**src/rtl/key_debounce.sv**
```systemverilog
// Multi-key debouncer: a 2-flop synchronizer and a 4-state press/release FSM per key.
// Emits the debounced level, one-cycle press/release pulses and an OR'd press enable.
module key_debounce #(
    parameter int NKEYS     = 4,
    parameter int DB_CYCLES = 4
) (
    input  logic             clk,
    input  logic             rst,
    input  logic [NKEYS-1:0] key,
    output logic [NKEYS-1:0] key_db,
    output logic [NKEYS-1:0] key_press,
    output logic [NKEYS-1:0] key_release,
    output logic             en
);

    localparam int CW = (DB_CYCLES > 1) ? $clog2(DB_CYCLES) : 1;
    localparam logic [CW-1:0] LAST = CW'(DB_CYCLES - 1);

    typedef enum logic [1:0] {
        IDLE       = 2'd0,
        PRESS_WAIT = 2'd1,
        HELD       = 2'd2,
        REL_WAIT   = 2'd3
    } state_e;

    logic [NKEYS-1:0] s1_q;
    logic [NKEYS-1:0] s2_q;
    logic [NKEYS-1:0] press_d;
    logic             en_q;

    always_ff @(posedge clk or negedge rst) begin
        if (!rst) begin
            s1_q <= '0;
            s2_q <= '0;
        end else begin
            s1_q <= key;
            s2_q <= s1_q;
        end
    end

    for (genvar i = 0; i < NKEYS; i++) begin : g_key
        state_e          state_q;
        logic [CW-1:0]   cnt_q;
        logic            db_q;
        logic            press_q;
        logic            rel_q;

        // Press accepted this edge; also feeds the shared enable flop.
        assign press_d[i] = (state_q == PRESS_WAIT) && s2_q[i]
                            && (cnt_q == LAST);

        always_ff @(posedge clk or negedge rst) begin
            if (!rst) begin
                state_q <= IDLE;
                cnt_q   <= '0;
                db_q    <= 1'b0;
                press_q <= 1'b0;
                rel_q   <= 1'b0;
            end else begin
                press_q <= 1'b0;
                rel_q   <= 1'b0;
                unique case (state_q)
                    IDLE: begin
                        if (s2_q[i]) begin
                            state_q <= PRESS_WAIT;
                            cnt_q   <= '0;
                        end
                    end
                    PRESS_WAIT: begin
                        if (!s2_q[i]) begin
                            state_q <= IDLE;
                            cnt_q   <= '0;
                        end else if (cnt_q == LAST) begin
                            state_q <= HELD;
                            cnt_q   <= '0;
                            db_q    <= 1'b1;
                            press_q <= 1'b1;
                        end else begin
                            cnt_q <= cnt_q + CW'(1);
                        end
                    end
                    HELD: begin
                        if (!s2_q[i]) begin
                            state_q <= REL_WAIT;
                            cnt_q   <= '0;
                        end
                    end
                    REL_WAIT: begin
                        if (s2_q[i]) begin
                            state_q <= HELD;
                            cnt_q   <= '0;
                        end else if (cnt_q == LAST) begin
                            state_q <= IDLE;
                            cnt_q   <= '0;
                            db_q    <= 1'b0;
                            rel_q   <= 1'b1;
                        end else begin
                            cnt_q <= cnt_q + CW'(1);
                        end
                    end
                endcase
            end
        end

        assign key_db[i]      = db_q;
        assign key_press[i]   = press_q;
        assign key_release[i] = rel_q;
    end

    always_ff @(posedge clk or negedge rst) begin
        if (!rst) begin
            en_q <= 1'b0;
        end else begin
            en_q <= |press_d;
        end
    end

    assign en = en_q;

endmodule

```
**config.mk**
```make
export PLATFORM = sky130hd
export DESIGN_NAME = key_debounce
export DESIGN_NICKNAME = d
export VERILOG_FILES = /design/src/rtl/key_debounce.sv
export SDC_FILE = /design/constraint.sdc
export NUM_CORES = 1
export LEC_CHECK = 0
export CORE_ASPECT_RATIO = 0.9
export CORE_MARGIN = 2
export CORE_UTILIZATION = 45
export CTS_CLUSTER_SIZE = 30
export DETAILED_ROUTE_END_ITERATION = 8
export DONT_BUFFER_PORTS = 1
export GPL_TIMING_DRIVEN = 0
export HOLD_SLACK_MARGIN = 0.05
export PLACE_DENSITY = 0.58
export RECOVER_POWER = 50
export SLEW_MARGIN = 0
export SYNTH_ARGS = -nofsm -noshare
export SYNTH_HDL_FRONTEND = slang
export SYNTH_SLANG_ARGS = --single-unit
```
**constraint.sdc**
```tcl
create_clock -name clk -period 2.72 [get_ports clk]
set_input_delay 0.544 -clock clk [delete_from_list [all_inputs] [get_ports clk]]
set_output_delay 0.544 -clock clk [all_outputs]
set_load 0.01 [all_outputs]
```
* After elaboration in Yosys (flattened, before gate mapping) *
Cells that the tools add are included.

cells by class
  $add $sub $neg = 4
  eq/ne operators = 48
  multiplexer cells = 92
  reduce and logical (&&, ||, !) cells = 29

operators with widths
  cell                                                                   number
  2-bit 2-to-1 mux                                                       44
  2-bit one-hot mux with 4 select lines                                  8
  2-bit != test, second input constant                                   20
  1-bit 2-to-1 mux                                                       36
  2-bit equality test, second input constant                             12
  5-bit AND reduction                                                    4
  4-bit AND reduction                                                    4
  3-bit by 2-bit != test with 1-bit output, second input constant        4
  3-bit != test, second input constant                                   4
  2-bit by 1-bit adder with 2-bit output, second input constant          4
  2-bit by 1-bit equality test with 1-bit output, second input constant  4
  1-bit logical AND                                                      8
  2-bit zero test                                                        4
  2-bit by 1-bit != test with 1-bit output, second input constant        4
  1-bit one-hot mux with 2 select lines                                  4
  2-bit AND reduction                                                    4
  2-bit nonzero test                                                     4
  4-bit OR reduction                                                     1

storage, ports and cells
  bits in registers = 37
  input bits = 6
  output and inout bits = 13
  word-level logic and storage cells = 196

* Depth between registers and ports, before layout *
  depth after elaboration = 4
  gate-level depth with buffers = 4
  mapped depth without buffers = 4

* Least setup slack after synthesis *
OpenSTA, ideal clock, no wires.

  kind = register to register
  start point = register g_key[0].cnt_q[0]
  end point = register g_key[0].cnt_q[0]
  setup time = 66 ps
  arrival = 1155 ps
  required time = 2654 ps
  setup slack = 1499 ps
  cell stages (with the launch flop) = 4
  period minus slack after synthesis = 1221 ps
  path through = dfrtp_1 -> ha_1 -> or4b_1 -> nand2_1

on the way
  cells in the longest elaborated chain, start to end = 4

ends and longest elaborated chain
  item                                                                                  line    RTL
  from (decl)                                                                           43      logic [CW-1:0] cnt_q;
  from (signal assigned)                                                                79      cnt_q <= cnt_q + CW'(1);
  from (signal assigned)                                                                98      cnt_q <= cnt_q + CW'(1);
  2-bit by 1-bit adder with 2-bit output / 2-bit equality test (equally long branches)  n/a
  2-bit 2-to-1 mux *                                                                    73, 92
  2-bit 2-to-1 mux (on tied branches)                                                   89, 70
  2-bit one-hot mux with 4 select lines *                                               62      unique case (state_q)

Mark *: on every way between the ends. The rest lies on a longest branch, timed or not.
A chain may end at the register's enable or synchronous reset.

* Worst setup path in the final report *
  start point = register g_key[3].db_q
  end point = output key_db[3]

RTL lines
  item                    line  RTL
  from (decl)             44    logic db_q;
  from (signal assigned)  56    db_q <= 1'b0;
  from (signal assigned)  76    db_q <= 1'b1;
  from (signal assigned)  95    db_q <= 1'b0;
  to (decl)               10    output logic [NKEYS-1:0] key_db,

No word-level cell between the ends.

==> impl_results.md <==
- Net load switching power: 0.000374 W
- Cell area after synthesis: 1480 sq um
- Yosys cell types: 22
- Count of input and output buffers: 0
- CTS max path bufs: 2
- Number of flops mapped to enable cells by yosys: 0
- Count of antenna diodes in the layout: 0
- Relative contribution of the clock network to total power: 22.3%
- Number of endpoints with negative hold slack in the final report: 0
- Clk Latency, worst-skew pair: 0.33 ns
- Number of vias per cell: 4.89
- Switching share of power: 29.2%
- Master of the slowest instance on the critical path: dfrtp_1
- Signed area change from the synthesized netlist to the final layout: 9.31%
- Antenna Nets Post-Route: 0
- Max Slew Vio Count: 0
- Core Rows: 19
- First-pass GRT wire length: 3470 um
- Flip-flop and latch area: 926 sq um
- Clock H-tree levels: 2
- Horizontal extent of the die: 64.4 um
- Share of post-route cells with drive strength above 1: 16.7%
- CTS root buf: clkbuf_4
- Overall global routing resource usage: 12.8%
- Peak supply drop: 373 uV
- Sequential share of power: 57.3%
- Maximum number of pins on one net before global-route repair: 38
- Overall overflow remaining after global route: 0
- Number of buffers added by the clock tree synthesis step: 5
- DRC violations left: 0
- Number of antenna violations at the first check in global routing: 0
- Critical path arrival: 0.87 ns
- Post-synthesis net count: 134
- Area occupied by multi-input gates: 439 sq um
- Via count of the first global-routing pass: 828
- Dominant synthesized flop cell: dfrtp_1
- Core footprint: 3090 sq um
- Synth warnings: 0
- Max-Slew Margin vs Limit: 75.7%
- Final RePlAce weighted congestion: 0.735
- Maximum frequency from static timing analysis: 0.706 GHz
- Most common cell after layout, fill and taps aside: dfrtp_1
- Class of the worst hold path: primary input to flop
- Critical Path Start Type: flop
- Total Routed Length: 2000 um
- Starting Density: 47.8%
- Transition time of the tightest slew-check pin: 0.362 ns
- Internal power of the cells: 0.000909 W
- Post-synthesis instance total: 123
- Capturing element type of the critical path: primary output
- Crit path largest cell delay: 0.40 ns
- Number of ports placed on the die boundary: 19
- First-pass iteration count of the detailed router: 5
- Critical path, cell by cell: buf_4
- Combined buffer and inverter count along the critical path: 1
- Commonest cells after routing, fill and taps aside: dfrtp_1, nand2_1, buf_4
- Sequential cell area fraction in the yosys report: 62.7%
- Largest fanout on the critical path: 2
- Outcome: completed
- Detailed placer's ending HPWL: 1380 um
- Data required time of the critical path: 2.18 ns
- Critical path class: flop to primary output
- Syn avg cell area: 12.0 sq um
- Post-Place Cells: 165
- Flip-flop and latch count after synthesis: 37
- Die area: 3760 sq um
- Post-Layout Cell Count: 174
- Average detailed-routed wire length per instance: 11.5 um
- Final net count: 143
- Clock tree from TritonCTS: done
- TritonCTS sink count: 37
- Ratio of final minimum period to clock period: 52.1%
- Clock-pin slew on the worst setup and hold paths: 0.10 ns
- Final critical-path required period: 1.42 ns
- Power Dens Cells: 794 nW/um^2
- Number of fill cells: 296
- Setup repair after global routing missed its margin: false
- Sum of negative setup slack: 0 ns
- Number of vias after detailed routing: 850
- Cell class contributing the biggest share of worst-path delay: flip-flops
- Clk_skew: 0.00458 ns
- Logic gate share of total power: 20.4%
- Number of setup violations in the final report: 0
- Chip Height: 58.4 um
- Fraction of registers with async set/reset: 100%
- Iteration-0 DRC Markers: 24
- Standby leakage power: 0.801 nW
- Max-cap violation count: 0
[power groups by stage]
stage	Combinational, W	Sequential, W	Clock (W)
after floorplan	0.000220	0.000725	0
after global placement	0.000239	0.000740	0
after detailed placement	0.000253	0.000745	0
after CTS	0.000268	0.000735	0.000297
after global routing	0.000304	0.000752	0.000319
final	0.000262	0.000735	0.000286
[what timing repair did]
action | 4_1_cts | 5_1_grt
hold endpoints to repair | 37 | 0
hold buffers | 2 | 0
gates resized for setup | 0 | 0
buffers inserted | 0 | 0
[metrics by stage]
stage / worst slack (ns) / power, W / utilization [%] / hold WS [ns] / cell area, sq um
global placement: 1.46 / 0.000979 / 49.5 / 0.249 / 1530
finish: 1.30 / 0.00128 / 52.3 / 0.231 / 1620
floorplan: 1.50 / 0.000945 / - / 0.248 / 1480
detailed placement: 1.43 / 0.000998 / 49.5 / 0.249 / 1530
global route: 1.25 / 0.00138 / 52.3 / 0.191 / 1620
CTS: 1.29 / 0.00130 / 52.3 / 0.217 / 1620
[Yosys cell counts (3+ instances only)]
| master | count | share of area (%) |
|---|---|---|
| a21oi_1 | 4 | 1.4 |
| o31ai_1 | 3 | 1.5 |
| o22ai_1 | 4 | 1.7 |
| nor3_1 | 3 | 1.0 |
| buf_4 | 12 | 6.1 |
| nand2b_1 | 6 | 2.5 |
| ha_1 | 5 | 4.2 |
| o21ai_0 | 4 | 1.4 |
| nand2_1 | 14 | 3.6 |
| nand4_1 | 3 | 1.3 |
| nand3b_1 | 4 | 2.0 |
| nor2_1 | 4 | 1.0 |
| dfrtp_1 | 37 | 63 |
| mux2_2 | 3 | 2.3 |
| inv_1 | 6 | 1.5 |
[routing by layer]
layer  GRT usage [%]  up-vias  wire length [um]
li1                -      424                 -
met1            15.0      401               907
met2            19.6       23               939
met3            5.35        2               148
met4            8.21        0                10
met5               0        -                 0
[logic make-up after synthesis]
family,count (synthesis),share of synthesized area (%)
compound gates,16,6.52
xor+xnor,4,2.37
fa+ha+maj,5,4.23
buf+inv,18,7.62
flops,37,62.7
mux,3,2.29
simple gates,40,14.3
[path summary, 6_finish.rpt]
kind                                    from                   to  slack (ns)  cells past startpoint
max                            g_key[3].db_q            key_db[3]        1.30                      1
min                                   key[2]              s1_q[2]        0.23                      0
max reg2reg                g_key[1].cnt_q[0]    g_key[1].cnt_q[0]        1.41                      3
min reg2reg                          s1_q[1]              s2_q[1]        0.36                      0
max in group asynchronous                rst  g_key[1].state_q[0]        1.88                      2
min in group asynchronous                rst  g_key[2].state_q[0]        0.65                      2
[cell type report]
type                            count  share of cell area (%)
Clock buffer                        7                    3.41
Timing Repair Buffer                2                    1.86
Sequential cell                    37                    57.3
Tap cell                           42                    3.25
Multi-Input combinational cell     68                    27.2
Buffer                             12                    5.58
Inverter                            6                    1.39
Power figures use the tool's default switching activity.
==> edit: new RTL, same settings <==
Register the input `key` before use. The logic sees it one clock later.
--- a/src/rtl/key_debounce.sv
+++ b/src/rtl/key_debounce.sv
@@ -23,6 +23,12 @@
         REL_WAIT   = 2'd3
     } state_e;
 
+    logic [NKEYS-1:0] key_q;
+
+    always_ff @(posedge clk) begin
+        key_q <= key;
+    end
+
     logic [NKEYS-1:0] s1_q;
     logic [NKEYS-1:0] s2_q;
     logic [NKEYS-1:0] press_d;
@@ -33,7 +39,7 @@
             s1_q <= '0;
             s2_q <= '0;
         end else begin
-            s1_q <= key;
+            s1_q <= key_q;
             s2_q <= s1_q;
         end
     end
Check against the original RTL: not equivalent (a bounded check fails within 10 cycles, from zero or initial values and one cycle with rst low).
==> edit against the original RTL <==
Area after synthesis increased by 5.4%; hold slack got worse by 150 ps; design area rose by 6.7%; final cell count up 3.4%; sequential cell count grew 4; routed wire length is 6.5% higher; worst setup slack gained 51 ps; sequential share of layout area increased by 1.1 points; clock skew shrank 0.97 ps; die area grew 5.1%; total power increased by 12%; non-clock buffer count down 1; combinational power fell by 4%; critical endpoint unchanged; largest cell class unchanged.
==> edit: results (changes against the original RTL) <==
The beginning of the worst register-to-register path is g_key[0].cnt_q[0] (was g_key[1].cnt_q[0]). The post-synthesis cell type count is 23 (was 22). The number of instances in the placed design came out at 171 (was 165). The worst hold margin is 85.64 ps (was 230.7 ps).

The clock network area share is 5.229% (was 3.408%). The highest-delay cell along the critical path is sky130_fd_sc_hd__dfrtp_1 (unchanged). The leakage power figure came out at 0.0008439 uW (was 0.0008008 uW). The non-clock buffer area fraction after layout is 6.391% (was 7.436%). The post-synthesis net count came out at 138 (was 134). The final worst clock skew is 3.608 ps (was 4.579 ps). The cell area reported after detailed placement is 0.001613 mm^2 (was 0.001530 mm^2). The number of violations reported at the end of detailed-routing iteration 0 came to 55 (was 24). The half-perimeter wire length of the detailed placement result came to 1.522 mm (was 1.376 mm). The number of filler cells placed in the layout came out at 308 (was 296). The share of synthesized area occupied by flip-flops and latches came to 64.58% (was 62.66%). The post-synthesis to final-layout area growth came out at 10.60% (was 9.314%). Synth top area cells: sky130_fd_sc_hd__dfrtp_1, sky130_fd_sc_hd__buf_4, sky130_fd_sc_hd__dfxtp_1, sky130_fd_sc_hd__ha_1, sky130_fd_sc_hd__nand2_1 (was sky130_fd_sc_hd__dfrtp_1, sky130_fd_sc_hd__buf_4, sky130_fd_sc_hd__ha_1, sky130_fd_sc_hd__nand2_1, sky130_fd_sc_hd__nand2b_1). Result of the run: completed (unchanged). The clock transition time at the flip-flop clock pins of the worst setup and hold paths came out at 70 ps (was 100 ps). The fraction of standard cell area that is sequential came out at 58.39% (was 57.32%). The relative slew slack is 75.03% (was 75.70%). The capture point of the worst reg-to-reg path is g_key[0].cnt_q[0] (was g_key[1].cnt_q[0]). The count of nets after finishing was 146 (was 143).

The worst min-delay path category was in2async (was in2reg). The async set or reset register ratio after synthesis came out at 90.24% (was 100.0%). The wire length of the first global-routing pass came out at 3.781 mm (was 3.470 mm).

The clock buffer count was 8 (was 7). The count of hold buffers inserted by post-cts repair came to 1 (was 2). The proportion of layout cells with a drive suffix above 1 came to 16.18% (was 16.67%).

The global-route total usage across every layer came out at 13.37% (was 12.78%). The clock latency on the worst-skew pair is 280 ps (was 330 ps). The ratio of routed vias to standard cells is 4.883 (was 4.885). The fmax came out at 0.7324 GHz (was 0.7059 GHz). The non-clock buffer count in the final layout came to 13 (was 14). The total number of vias is 879 (was 850).

The mean routed wirelength per cell is 11.86 um (was 11.52 um). The synthesized area per cell came out at 12.27 um^2 (was 12.01 um^2). The clock root buffer was sky130_fd_sc_hd__clkbuf_8 (was sky130_fd_sc_hd__clkbuf_4). The first-pass iteration count of the detailed router was 4 (was 5).
[edit: cell count changes in the layout (fill, tap and decap cells not counted), sizes merged]
cell / delta
clkbuf: +1
dfxtp: +4
dlygate4sd3: -1
[edit: cell families after synthesis]
logic type / Yosys count / share of synthesized area [%]
XOR/XNOR: 4 / 2.249
AND/OR/NAND/NOR: 40 / 13.57
AO/OA/AOI/OAI: 16 / 6.185
adder cells (fa/ha/maj): 5 / 4.016
buffers and inverters: 18 / 7.229
multiplexers: 3 / 2.169
flip-flops: 41 / 64.58
[edit: power by group through the flow]
stage / Clock (uW) / Sequential (uW) / Combinational, uW
2_1_floorplan: 0 / 791 / 212
5_1_grt: 430 / 822 / 292
6_report: 389 / 801 / 252
4_1_cts: 402 / 803 / 258
3_5_place_dp: 0 / 816 / 244
3_3_place_gp: 0 / 806 / 229
[edit: layer usage]
metal	global-route usage, %	routed length (um)
met1	15.24	978
met2	21.65	1014
met3	5.085	106
met4	7.872	35
met5	0	0
